**src/rtl/iob_eth_rx_drain_pkg.sv**
```systemverilog
// rtl/iob_eth_rx_drain_pkg.sv - shared states and constants for the receive drain block
package iob_eth_rx_drain_pkg;

  typedef enum logic [2:0] {
    ST_IDLE  = 3'd0,
    ST_CHECK = 3'd1,
    ST_RD    = 3'd2,
    ST_LAT   = 3'd3,
    ST_OUT   = 3'd4,
    ST_ACK   = 3'd5,
    ST_CLR   = 3'd6
  } state_e;

  localparam int FCS_LEN      = 4;
  localparam int MAC_ADDR_LEN = 6;

  localparam logic [47:0] BROADCAST_MAC = 48'hFFFF_FFFF_FFFF;

endpackage

```
**src/rtl/iob_eth_rx_drain_stat.sv**
```systemverilog
// rtl/iob_eth_rx_drain_stat.sv - forwarded/dropped frame counters, wrapping
module iob_eth_rx_drain_stat #(
  parameter int CNT_W = 16
) (
  input  logic             clk_i,
  input  logic             arst_n_i,
  input  logic             inc_ok_i,
  input  logic             inc_drop_i,
  output logic [CNT_W-1:0] frames_ok_o,
  output logic [CNT_W-1:0] frames_drop_o
);

  logic [CNT_W-1:0] ok_q, ok_d;
  logic [CNT_W-1:0] drop_q, drop_d;

  // next-state: each counter steps on its strobe and wraps naturally
  always_comb begin
    ok_d   = ok_q;
    drop_d = drop_q;
    if (inc_ok_i)   ok_d   = ok_q + CNT_W'(1);
    if (inc_drop_i) drop_d = drop_q + CNT_W'(1);
  end

  // counter registers
  always_ff @(posedge clk_i or negedge arst_n_i) begin
    if (!arst_n_i) begin
      ok_q   <= '0;
      drop_q <= '0;
    end else begin
      ok_q   <= ok_d;
      drop_q <= drop_d;
    end
  end

  assign frames_ok_o   = ok_q;
  assign frames_drop_o = drop_q;

endmodule

```
**src/rtl/iob_eth_rx_drain.sv**
```systemverilog
// rtl/iob_eth_rx_drain.sv - checks received frames and streams accepted ones without FCS; optional IOB_ETH_RX_DRAIN_FILTER_EN
module iob_eth_rx_drain
  import iob_eth_rx_drain_pkg::*;
#(
  parameter int BUF_ADDR_W = 11,
  parameter int MIN_LEN    = 64,
  parameter int CNT_W      = 16
) (
  input  logic                  clk_i,
  input  logic                  arst_n_i,
  input  logic                  buf_wr_i,
  input  logic [BUF_ADDR_W-1:0] buf_waddr_i,
  input  logic [7:0]            buf_wdata_i,
  input  logic                  data_rcvd_i,
  input  logic                  crc_err_i,
  output logic                  rcv_ack_o,
  input  logic [47:0]           mac_addr_i,
  output logic                  buf_rd_o,
  output logic [BUF_ADDR_W-1:0] buf_raddr_o,
  input  logic [7:0]            buf_rdata_i,
  output logic [7:0]            m_tdata_o,
  output logic                  m_tvalid_o,
  input  logic                  m_tready_i,
  output logic                  m_tlast_o,
  output logic [CNT_W-1:0]      frames_ok_o,
  output logic [CNT_W-1:0]      frames_drop_o
);

  // one extra bit so a completely full buffer still yields a correct length
  localparam int LEN_W = BUF_ADDR_W + 1;

  state_e                state_q, state_d;
  logic [LEN_W-1:0]      len_q, len_d;
  logic [BUF_ADDR_W-1:0] raddr_q, raddr_d;
  logic [7:0]            tdata_q, tdata_d;
  logic                  tvalid_q, tvalid_d;
  logic                  tlast_q, tlast_d;
  logic                  ack;
  logic                  rd;
  logic                  inc_ok;
  logic                  inc_drop;
  logic                  filter_miss;
  logic                  drop;
  logic                  is_last_addr;

  // snoop: frame length follows the highest written address, cleared on ack
  always_comb begin
    len_d = len_q;
    if (ack) begin
      len_d = '0;
    end else if (buf_wr_i) begin
      len_d = {1'b0, buf_waddr_i} + LEN_W'(1);
    end
  end

  // length register
  always_ff @(posedge clk_i or negedge arst_n_i) begin
    if (!arst_n_i) len_q <= '0;
    else           len_q <= len_d;
  end

`ifdef IOB_ETH_RX_DRAIN_FILTER_EN
  logic [47:0] dest_q, dest_d;

  // snoop: capture the destination MAC from the first six buffer writes
  always_comb begin
    dest_d = dest_q;
    if (ack) begin
      dest_d = '0;
    end else if (buf_wr_i) begin
      for (int i = 0; i < MAC_ADDR_LEN; i++) begin
        if (buf_waddr_i == BUF_ADDR_W'(i)) dest_d[47-8*i -: 8] = buf_wdata_i;
      end
    end
  end

  // destination register
  always_ff @(posedge clk_i or negedge arst_n_i) begin
    if (!arst_n_i) dest_q <= '0;
    else           dest_q <= dest_d;
  end

  assign filter_miss = (dest_q != mac_addr_i) && (dest_q != BROADCAST_MAC);
`else
  // promiscuous: station address and written bytes play no part in the decision
  logic unused_filter_inputs;
  assign unused_filter_inputs = ^{mac_addr_i, buf_wdata_i};
  assign filter_miss          = 1'b0;
`endif

  assign drop         = crc_err_i || (len_q < LEN_W'(MIN_LEN)) || filter_miss;
  assign is_last_addr = ({1'b0, raddr_q} == (len_q - LEN_W'(FCS_LEN + 1)));

  // FSM next-state and output decode: check, then read/latch/offer one byte at a time
  always_comb begin
    state_d  = state_q;
    raddr_d  = raddr_q;
    tdata_d  = tdata_q;
    tvalid_d = tvalid_q;
    tlast_d  = tlast_q;
    rd       = 1'b0;
    ack      = 1'b0;
    inc_ok   = 1'b0;
    inc_drop = 1'b0;
    case (state_q)
      ST_IDLE: begin
        if (data_rcvd_i) state_d = ST_CHECK;
      end
      ST_CHECK: begin
        if (drop) begin
          inc_drop = 1'b1;
          state_d  = ST_ACK;
        end else begin
          raddr_d = '0;
          state_d = ST_RD;
        end
      end
      ST_RD: begin
        rd      = 1'b1;
        state_d = ST_LAT;
      end
      ST_LAT: begin
        tdata_d  = buf_rdata_i;
        tvalid_d = 1'b1;
        tlast_d  = is_last_addr;
        state_d  = ST_OUT;
      end
      ST_OUT: begin
        if (m_tready_i) begin
          tvalid_d = 1'b0;
          tlast_d  = 1'b0;
          if (tlast_q) begin
            inc_ok  = 1'b1;
            state_d = ST_ACK;
          end else begin
            raddr_d = raddr_q + BUF_ADDR_W'(1);
            state_d = ST_RD;
          end
        end
      end
      ST_ACK: begin
        ack     = 1'b1;
        state_d = ST_CLR;
      end
      ST_CLR: begin
        // the receiver's done level may linger; wait it out so it is not counted twice
        if (!data_rcvd_i) state_d = ST_IDLE;
      end
      default: state_d = ST_IDLE;
    endcase
  end

  // FSM and stream output registers
  always_ff @(posedge clk_i or negedge arst_n_i) begin
    if (!arst_n_i) begin
      state_q  <= ST_IDLE;
      raddr_q  <= '0;
      tdata_q  <= '0;
      tvalid_q <= 1'b0;
      tlast_q  <= 1'b0;
    end else begin
      state_q  <= state_d;
      raddr_q  <= raddr_d;
      tdata_q  <= tdata_d;
      tvalid_q <= tvalid_d;
      tlast_q  <= tlast_d;
    end
  end

  assign rcv_ack_o   = ack;
  assign buf_rd_o    = rd;
  assign buf_raddr_o = raddr_q;
  assign m_tdata_o   = tdata_q;
  assign m_tvalid_o  = tvalid_q;
  assign m_tlast_o   = tlast_q;

  iob_eth_rx_drain_stat #(
    .CNT_W(CNT_W)
  ) u_stat (
    .clk_i         (clk_i),
    .arst_n_i      (arst_n_i),
    .inc_ok_i      (inc_ok),
    .inc_drop_i    (inc_drop),
    .frames_ok_o   (frames_ok_o),
    .frames_drop_o (frames_drop_o)
  );

endmodule

```
**config.mk**
```make
export PLATFORM = sky130hd
export DESIGN_NAME = iob_eth_rx_drain
export DESIGN_NICKNAME = d
export VERILOG_FILES = /design/src/rtl/iob_eth_rx_drain_pkg.sv /design/src/rtl/iob_eth_rx_drain_stat.sv /design/src/rtl/iob_eth_rx_drain.sv
export SDC_FILE = /design/constraint.sdc
export NUM_CORES = 1
export LEC_CHECK = 0
export BUFFER_PORTS_ARGS = -buffer_cell sky130_fd_sc_hd__buf_2
export CORE_MARGIN = 1.5
export CORE_UTILIZATION = 51
export CTS_BUF_LIST = sky130_fd_sc_hd__clkbuf_8
export CTS_CLUSTER_DIAMETER = 60
export DETAILED_ROUTE_END_ITERATION = 12
export PLACE_DENSITY_LB_ADDON = 0.25
export SETUP_SLACK_MARGIN = 0.15
export SYNTH_ARGS = -nofsm -noshare
export SYNTH_HDL_FRONTEND = slang
export SYNTH_SLANG_ARGS = --single-unit
export TNS_END_PERCENT = 30
```
**constraint.sdc**
```tcl
create_clock -name clk_i -period 3.1 [get_ports clk_i]
set_clock_uncertainty 0.1 [all_clocks]
set_input_delay 0.31 -clock clk_i [delete_from_list [all_inputs] [get_ports clk_i]]
set_output_delay 0.31 -clock clk_i [all_outputs]
set_load 0.01 [all_outputs]
```
==> results by group, run 1 <==
Outcome
  • Status: completed

Route
  • Routed WL per cell: between 10 and 15 um
  • Remaining antenna violation count after routing: 0
  • First-pass iteration count of the detailed router: 4
  • Detailed-route via count: about 2.7k
  • Initial drt markers: around 100
  • Vias per Instance: 5.420
  • Final wirelength: around 7000 um
  • DRC Markers: 0

STA
  • Min cycle time layout: ~2.5 ns
  • RSZ-0062 raised after global routing: false
  • Worst-margin pin slew: 0.8488 ns
  • Setup TNS: 0 ns
  • Slew HR: a little over two fifths
  • Period utilization: approximately four fifths
  • Max Slew Vio Count: 0
  • Count of final hold-check violations: 0
  • PnR worst setup slack: 0.6219 ns
  • Setup violators final: 0
  • Max Freq: 403.5 MHz
  • Hold slack: approximately 0.034 ns

Clock network
  • Post-CTS Setup Repair Bufs: 0
  • CTS tree: built
  • H-tree depth: 3
  • Hold_buf cts: 0
  • Later-pin clock latency in the skew report: ~0.35 ns
  • CTS resizes: 0
  • Worst-path clk slew: approximately 0.08 ns
  • Clock sinks: slightly below 70
  • TritonCTS buffer count: 9
  • CTS root buf: clkbuf_8
  • Clock buffer depth: 2

Final layout
  • Area added between synthesis and finish: 20.32%
  • Multi-input logic area: approximately 1800 um^2
  • Final non-filler cell total: around 500
  • Nets: just over 500
  • Antenna diodes: 0
  • Fill cells: ~570
  • Fin area: between 4000 and 5000 um^2
  • Share of cells above drive strength 1: 28.24%
  • Register area: 1702 um^2

Yosys
  • Top post-synthesis cells by area: dfrtp_1 (48%), xnor2_1 (8.7%), xor2_1 (6.5%)
  • Syn. warnings: 0
  • Seq cells post-synth: 68
  • Top_reg_cell synth: dfrtp_1
  • Commonest cells in the synthesized netlist: dfrtp_1 (68), xnor2_1 (35), nor2_1 (34), nand3_1 (30), xor2_1 (26)
  • Post-synth EDFFs: 0
  • Mapped cell area: ~3500 um^2
  • Synth top area share: about half
  • Asr flop ratio synth: between 90% and 100%
  • Area leader, netlist: dfrtp_1
  • Mapped Cells: 337
  • Synth cell types: 50
  • Most common cell in the netlist: dfrtp_1
  • Register area share after synthesis: between 40% and 50%
  • Mapped Nets: between 400 and 500
  • Synthesized area per cell: 10.47 um^2

Die
  • Die H: between 80 and 90 um
  • Io pins: approximately 140
  • Core Region: between 6000 and 7000 um^2
  • # rows: 30
  • Die Wd: 86.18 um
  • Die area: 7426 um^2
  • Initial core utilization: 52.22%

Setup path
  • Crit path required time: between 3 and 4 ns
  • CP startpoint kind: flop
  • Crit path DAT: ~2.6 ns
  • Crit path from: len_q[8]
  • R2R Path End: u_stat.frames_drop_o[11]
  • FF-to-FF path depth: 6
  • Kind of critical path: flop to flop
  • R2r startpoint: len_q[8]
  • Crit Path Max Fanout: 6
  • CP endpoint kind: flop
  • Reg2reg setup slack: 0.62 ns

Worst hold path
  • Type of the worst min-delay path: input port to async pin

GRT
  • Pin count of the biggest net entering global routing: 69
  • Grt total ovfl: 0
  • Gr usage total: about 20%
  • Antenna violations before repair: 0
  • First-pass GRT wire length: around 12000 um
  • Number of global-route vias before repair: around 2.5k

Placed design
  • Gpl congestion: ~0.78
  • Detail Placement HPWL: 5116 um
  • Placed Instances: approximately 490
  • PortBufs: 79
  • Place WS: roughly 0.62 ns
  • Area post-placement: about 4000 um^2

Power and ir drop
  • Peak VDD IR: about 0.47 mV
  • Static Leak: slightly above 2 nW
  • Power density over the cells: between 600 and 700 nW/um^2

Job
  • Max-cap violations: 0
-- area by class of cell --
class	instances	area share (%)
clock buffer	9	2.918
clock inverter	7	2.741
inverter	8	0.7073
multi-input combinational	252	41.53
sequential	68	40.08
tap	80	2.358
timing repair buffer	81	9.667
-- cells in the final DEF, fill, tap and decap left out, types with 2 or more instances in the layout --
cell type  count
buf_2         79
o2bb2ai_1      2
nand2_1       19
mux2i_1        2
inv_1          9
nand3b_1       2
nor2_2         3
and4_1         2
mux2_2        12
and2_1         2
buf_4          2
xor2_1        26
nand3_1       30
a21oi_1        6
nor3_1         7
xnor2_1       35
ha_1           5
and3_1         9
o21a_1         2
nand2b_1       3
or3_4          2
bufinv_16      3
a211oi_1      11
a22oi_1        2
o21ai_0        5
nand4_1        5
dfrtp_1       68
clkbuf_8       9
clkinv_4       2
nor2_1        34
nor3b_1        4
-- logic make-up (layout without fill, tap and decap cells) --
group	count (synthesis)	in the layout	synth area share [%]
muxes	14	14	4.397
AOI/OAI and AO/OA	38	38	8.121
adders and majority gates	5	5	1.773
DFF	68	68	48.23
buffers and inverters	17	105	1.808
xor gates and xnor gates	61	61	15.14
and+or+nand+nor	134	134	20.53
-- critical path: stages, from the launching register on --
cell     delay, ns
dfrtp_1       0.44
or3_4         0.44
o41ai_4       0.49
nand2_2       0.21
nor4_4        0.39
nand4_1       0.16
xnor2_1       0.15
-- through the flow --
stage	total power [W]	util (%)
2_1_floorplan	0.001787	-
3_3_place_gp	0.002030	59.28
3_5_place_dp	0.002070	59.28
4_1_cts	0.002943	62.83
5_1_grt	0.003099	62.83
6_report	0.002911	62.83
-- state kept, by name, indices dropped and copies added, names as in the netlist --
| name | flops |
|---|---|
| buf_raddr_o | 11 |
| len_q | 12 |
| m_tdata_o | 8 |
| m_tlast_o | 1 |
| m_tvalid_o | 1 |
| state_q | 3 |
| u_stat.frames_drop_o | 16 |
| u_stat.frames_ok_o | 16 |
-- per-layer routing --
| layer | vias up | share of wire [%] | routed length [um] | global-route usage, % |
|---|---|---|---|---|
| met5 | - | 0 | 0 | 0 |
| met4 | 0 | 1.3 | 88 | 8.798 |
| met3 | 6 | 4.8 | 331 | 3.714 |
| met2 | 67 | 46 | 3191 | 31.42 |
| met1 | 1310 | 48 | 3343 | 27.15 |
| li1 | 1354 | - | - | - |
-- power by group --
| group | switching, W | internal (W) | total (W) |
|---|---|---|---|
| clock network | 0.000335 | 0.000533 | 0.000868 |
| logic | 0.000386 | 0.000379 | 0.000766 |
| registers | 0.000221 | 0.00106 | 0.00128 |
-- worst max-delay path by stage --
stage | endpoint | slack, ns
floorplan | u_stat.frames_drop_o[11] | 0.92
global placement | u_stat.frames_drop_o[11] | 0.67
detailed placement | u_stat.frames_drop_o[11] | 0.62
CTS | u_stat.frames_drop_o[11] | 0.61
global route | u_stat.frames_ok_o[15] | 0.40
finish | u_stat.frames_drop_o[11] | 0.62
(Power assumes the default switching activity.)
==> run 2, diff against run 1 <==
Settings changed: CORE_UTILIZATION 51 to 46.
Clock period 3.1 ns to 2.2 ns, I/O delays scaled along.
==> run 2 against run 1 <==
Net effect:
- critical path depth is 1 higher
- total power rose by 43%
- flip-flop and latch count stayed put
- via count up 4.6%
- fmax up 20%
- highest routed layer unchanged
- cell count grew 7.5%
- utilization is 2.1 points lower
- non-clock buffer count up 19
- critical endpoint is now u_stat.frames_drop_o[10]
- clock power increased by 31%
- register-to-register slack got worse by 0.49 ns
==> results by group, run 2 (synthesis gave the netlist of run 1 again) <==
STA
  • Worst-margin pin slew: 0.4258 ns (-0.4230 ns)
  • Period utilization: 94.05% (+14 points)
  • PnR worst setup slack: 0.1309 ns (-0.4910 ns)
  • Max Freq: 483.3 MHz (+20%)
  • RSZ-0062 raised after global routing: true
  • Slew HR: 71.52% (+28 points)
  • Hold slack: 0.01754 ns (-0.01673 ns)
  • Setup violators final: 0 (unchanged)
  • Min cycle time layout: 2.069 ns (-0.4090 ns)
  • Count of final hold-check violations: 0 (unchanged)
  • Setup TNS: 0 ns (unchanged)
  • Max Slew Vio Count: 0 (unchanged)

Outcome
  • Status: completed

Route
  • First-pass iteration count of the detailed router: 4 (unchanged)
  • DRC Markers: 0 (unchanged)
  • Routed WL per cell: 13.81 um (+0.30%)
  • Initial drt markers: 110 (+8.9%)
  • Final wirelength: 7501 um (+7.9%)
  • Remaining antenna violation count after routing: 0 (unchanged)
  • Detailed-route via count: 2863 (+4.6%)
  • Vias per Instance: 5.273 (-2.7%)

Final layout
  • Area added between synthesis and finish: 26.24%
  • Register area: 1703 um^2 (about the same)
  • Fin area: 4454 um^2 (+4.9%)
  • Nets: 525 (+3.8%)
  • Share of cells above drive strength 1: 32.66% (+4.4 points)
  • Commonest cells after routing, fill and taps aside: buf_2 (79), dfrtp_1 (67), xnor2_1 (35)
  • Fill cells: 668 (+17%)
  • Antenna diodes: 0 (unchanged)
  • Multi-input logic area: 1804 um^2 (+2.3%)
  • Final non-filler cell total: 543 (+7.5%)
  • Most common cell after layout, fill and taps aside: buf_2

Setup path
  • Crit path DAT: 2.24 ns (-0.37 ns)
  • Kind of critical path: flop to flop
  • CP cell instances: or3_4 -> o41ai_4 -> buf_4 -> nand3_2 -> or3_4 -> nor2_2 -> xor2_1
  • Crit path required time: 2.37 ns (-0.87 ns)
  • Delay of the slowest cell on the worst path: 0.40 ns (-0.09 ns)
  • Critical path's most frequent cell: or3_4
  • CP endpoint kind: flop
  • Worst path slowest cell: or3_4
  • Buf/Inv on CP: 1 (+1)
  • Crit Path Max Fanout: 4 (-2)
  • CP delay by family, top: simple AND/OR/NAND/NOR gates
  • CP startpoint kind: flop

Power and ir drop
  • Combinational power share: 30.7% (+4.4 points)
  • Peak VDD IR: 0.4520 mV (-3.8%)
  • Switch share: 33.55% (+1.2 points)
  • Cell-internal power: 0.002759 W (+40%)
  • Flop pwr share: 41.9% (-2.0 points)
  • Clock Power Share: 27.4% (-2.4 points)
  • Psw: 0.001393 W (+48%)
  • Power density over the cells: 932.3 nW/um^2 (+36%)
  • Static Leak: 2.137 nW (+3.9%)

Clock network
  • H-tree depth: 3 (unchanged)
  • Worst-path clk slew: 0.08 ns (about the same)
  • CTS root buf: clkbuf_8
  • TritonCTS buffer count: 9 (unchanged)
  • Later-pin clock latency in the skew report: 0.34 ns (about the same)
  • Clock sinks: 68 (unchanged)
  • CTS tree: built
  • Clock buffer depth: 2 (unchanged)

GRT
  • Antenna violations before repair: 0 (unchanged)
  • First-pass GRT wire length: 12910 um (+11%)
  • Grt total ovfl: 0 (unchanged)
  • Gr usage total: 19.55% (-0.43 points)
  • Number of global-route vias before repair: 2777 (+9.4%)
  • Pin count of the biggest net entering global routing: 69 (unchanged)

Die
  • Initial core utilization: 48.13% (-4.1 points)
  • Io pins: 136 (unchanged)
  • Die area: 8205 um^2 (+10%)
  • Core Region: 7331 um^2 (+8.5%)
  • # rows: 31 (+3.3%)
  • Die H: 90.58 um (+5.1%)
  • Die Wd: 90.58 um (+5.1%)

Job
  • Max-cap violations: 0 (unchanged)

Placed design
  • Detail Placement HPWL: 5451 um (+6.6%)
  • PortBufs: 79 (unchanged)
  • Place WS: 0.06775 ns (-0.5511 ns)
  • Placed Instances: 523 (+7.0%)
  • Gpl congestion: 0.7586 (-2.5%)
  • Area post-placement: 4154 um^2 (+3.7%)

Worst hold path
  • Type of the worst min-delay path: input port to flop
[run 2: cell types whose count changed in the layout (fill, tap and decap cells not counted), sizes merged]
| cell | previous run | this run |
|---|---|---|
| buf | 81 | 98 |
| bufinv | 3 | 2 |
| clkinvlp | 0 | 1 |
| dlygate4sd3 | 0 | 2 |
[run 2: cell type report]
cell class	count	share of cell area, %
multi-input cells	252	40.51
well taps	99	2.781
clock buffers	9	2.781
inverters	8	0.6742
flip-flops and latches	68	38.23
clock inverters	7	2.219
repair buffers	100	12.81
[run 2: timing repair]
item                                   CTS  global route
endpoints found under the hold margin   69             0
hold buffers                             2             0
pin swaps                                3             2
setup endpoints to repair               16            26
setup buffers                            1             1
resized for setup                        3             8
[run 2: final timing paths]
check,depth (start not counted),slack (ns),start,endpoint
setup reg to reg,7,0.13,len_q[9],u_stat.frames_drop_o[10]
hold / removal,2,0.02,buf_rdata_i[1],m_tdata_o[1]
hold reg to reg,1,0.36,u_stat.frames_drop_o[15],u_stat.frames_drop_o[15]
max in group asynchronous,3,1.37,arst_n_i,state_q[2]
min in group asynchronous,3,0.34,arst_n_i,m_tdata_o[1]
setup / recovery,7,0.13,len_q[9],u_stat.frames_drop_o[10]
[run 2: power by group through the flow]
stage	sequential, W	clock (W)	combinational [W]
final	0.00174	0.00114	0.00127
after detailed placement	0.00176	0	0.00126
after global placement	0.00174	0	0.00122
after global routing	0.00178	0.00124	0.00141
after CTS	0.00173	0.00118	0.00128
after floorplan	0.00179	0	0.000724
[run 2: metrics by stage]
stage | total power, W | utilization, %
after CTS | 0.004190 | 60.30
after detailed placement | 0.003012 | 56.67
final | 0.004153 | 60.76
after floorplan | 0.002518 | -
after global routing | 0.004434 | 60.76
after global placement | 0.002955 | 56.67
[run 2: per-layer routing]
| metal | share of wire (%) | wire [um] | up-vias | GRT usage [%] |
|---|---|---|---|---|
| li1 | - | - | 1388 | - |
| met1 | 47 | 3488 | 1361 | 25.49 |
| met2 | 46 | 3417 | 98 | 30.76 |
| met3 | 6.0 | 453 | 16 | 5.219 |
| met4 | 1.9 | 142 | 0 | 8.069 |
| met5 | 0 | 0 | - | 0 |
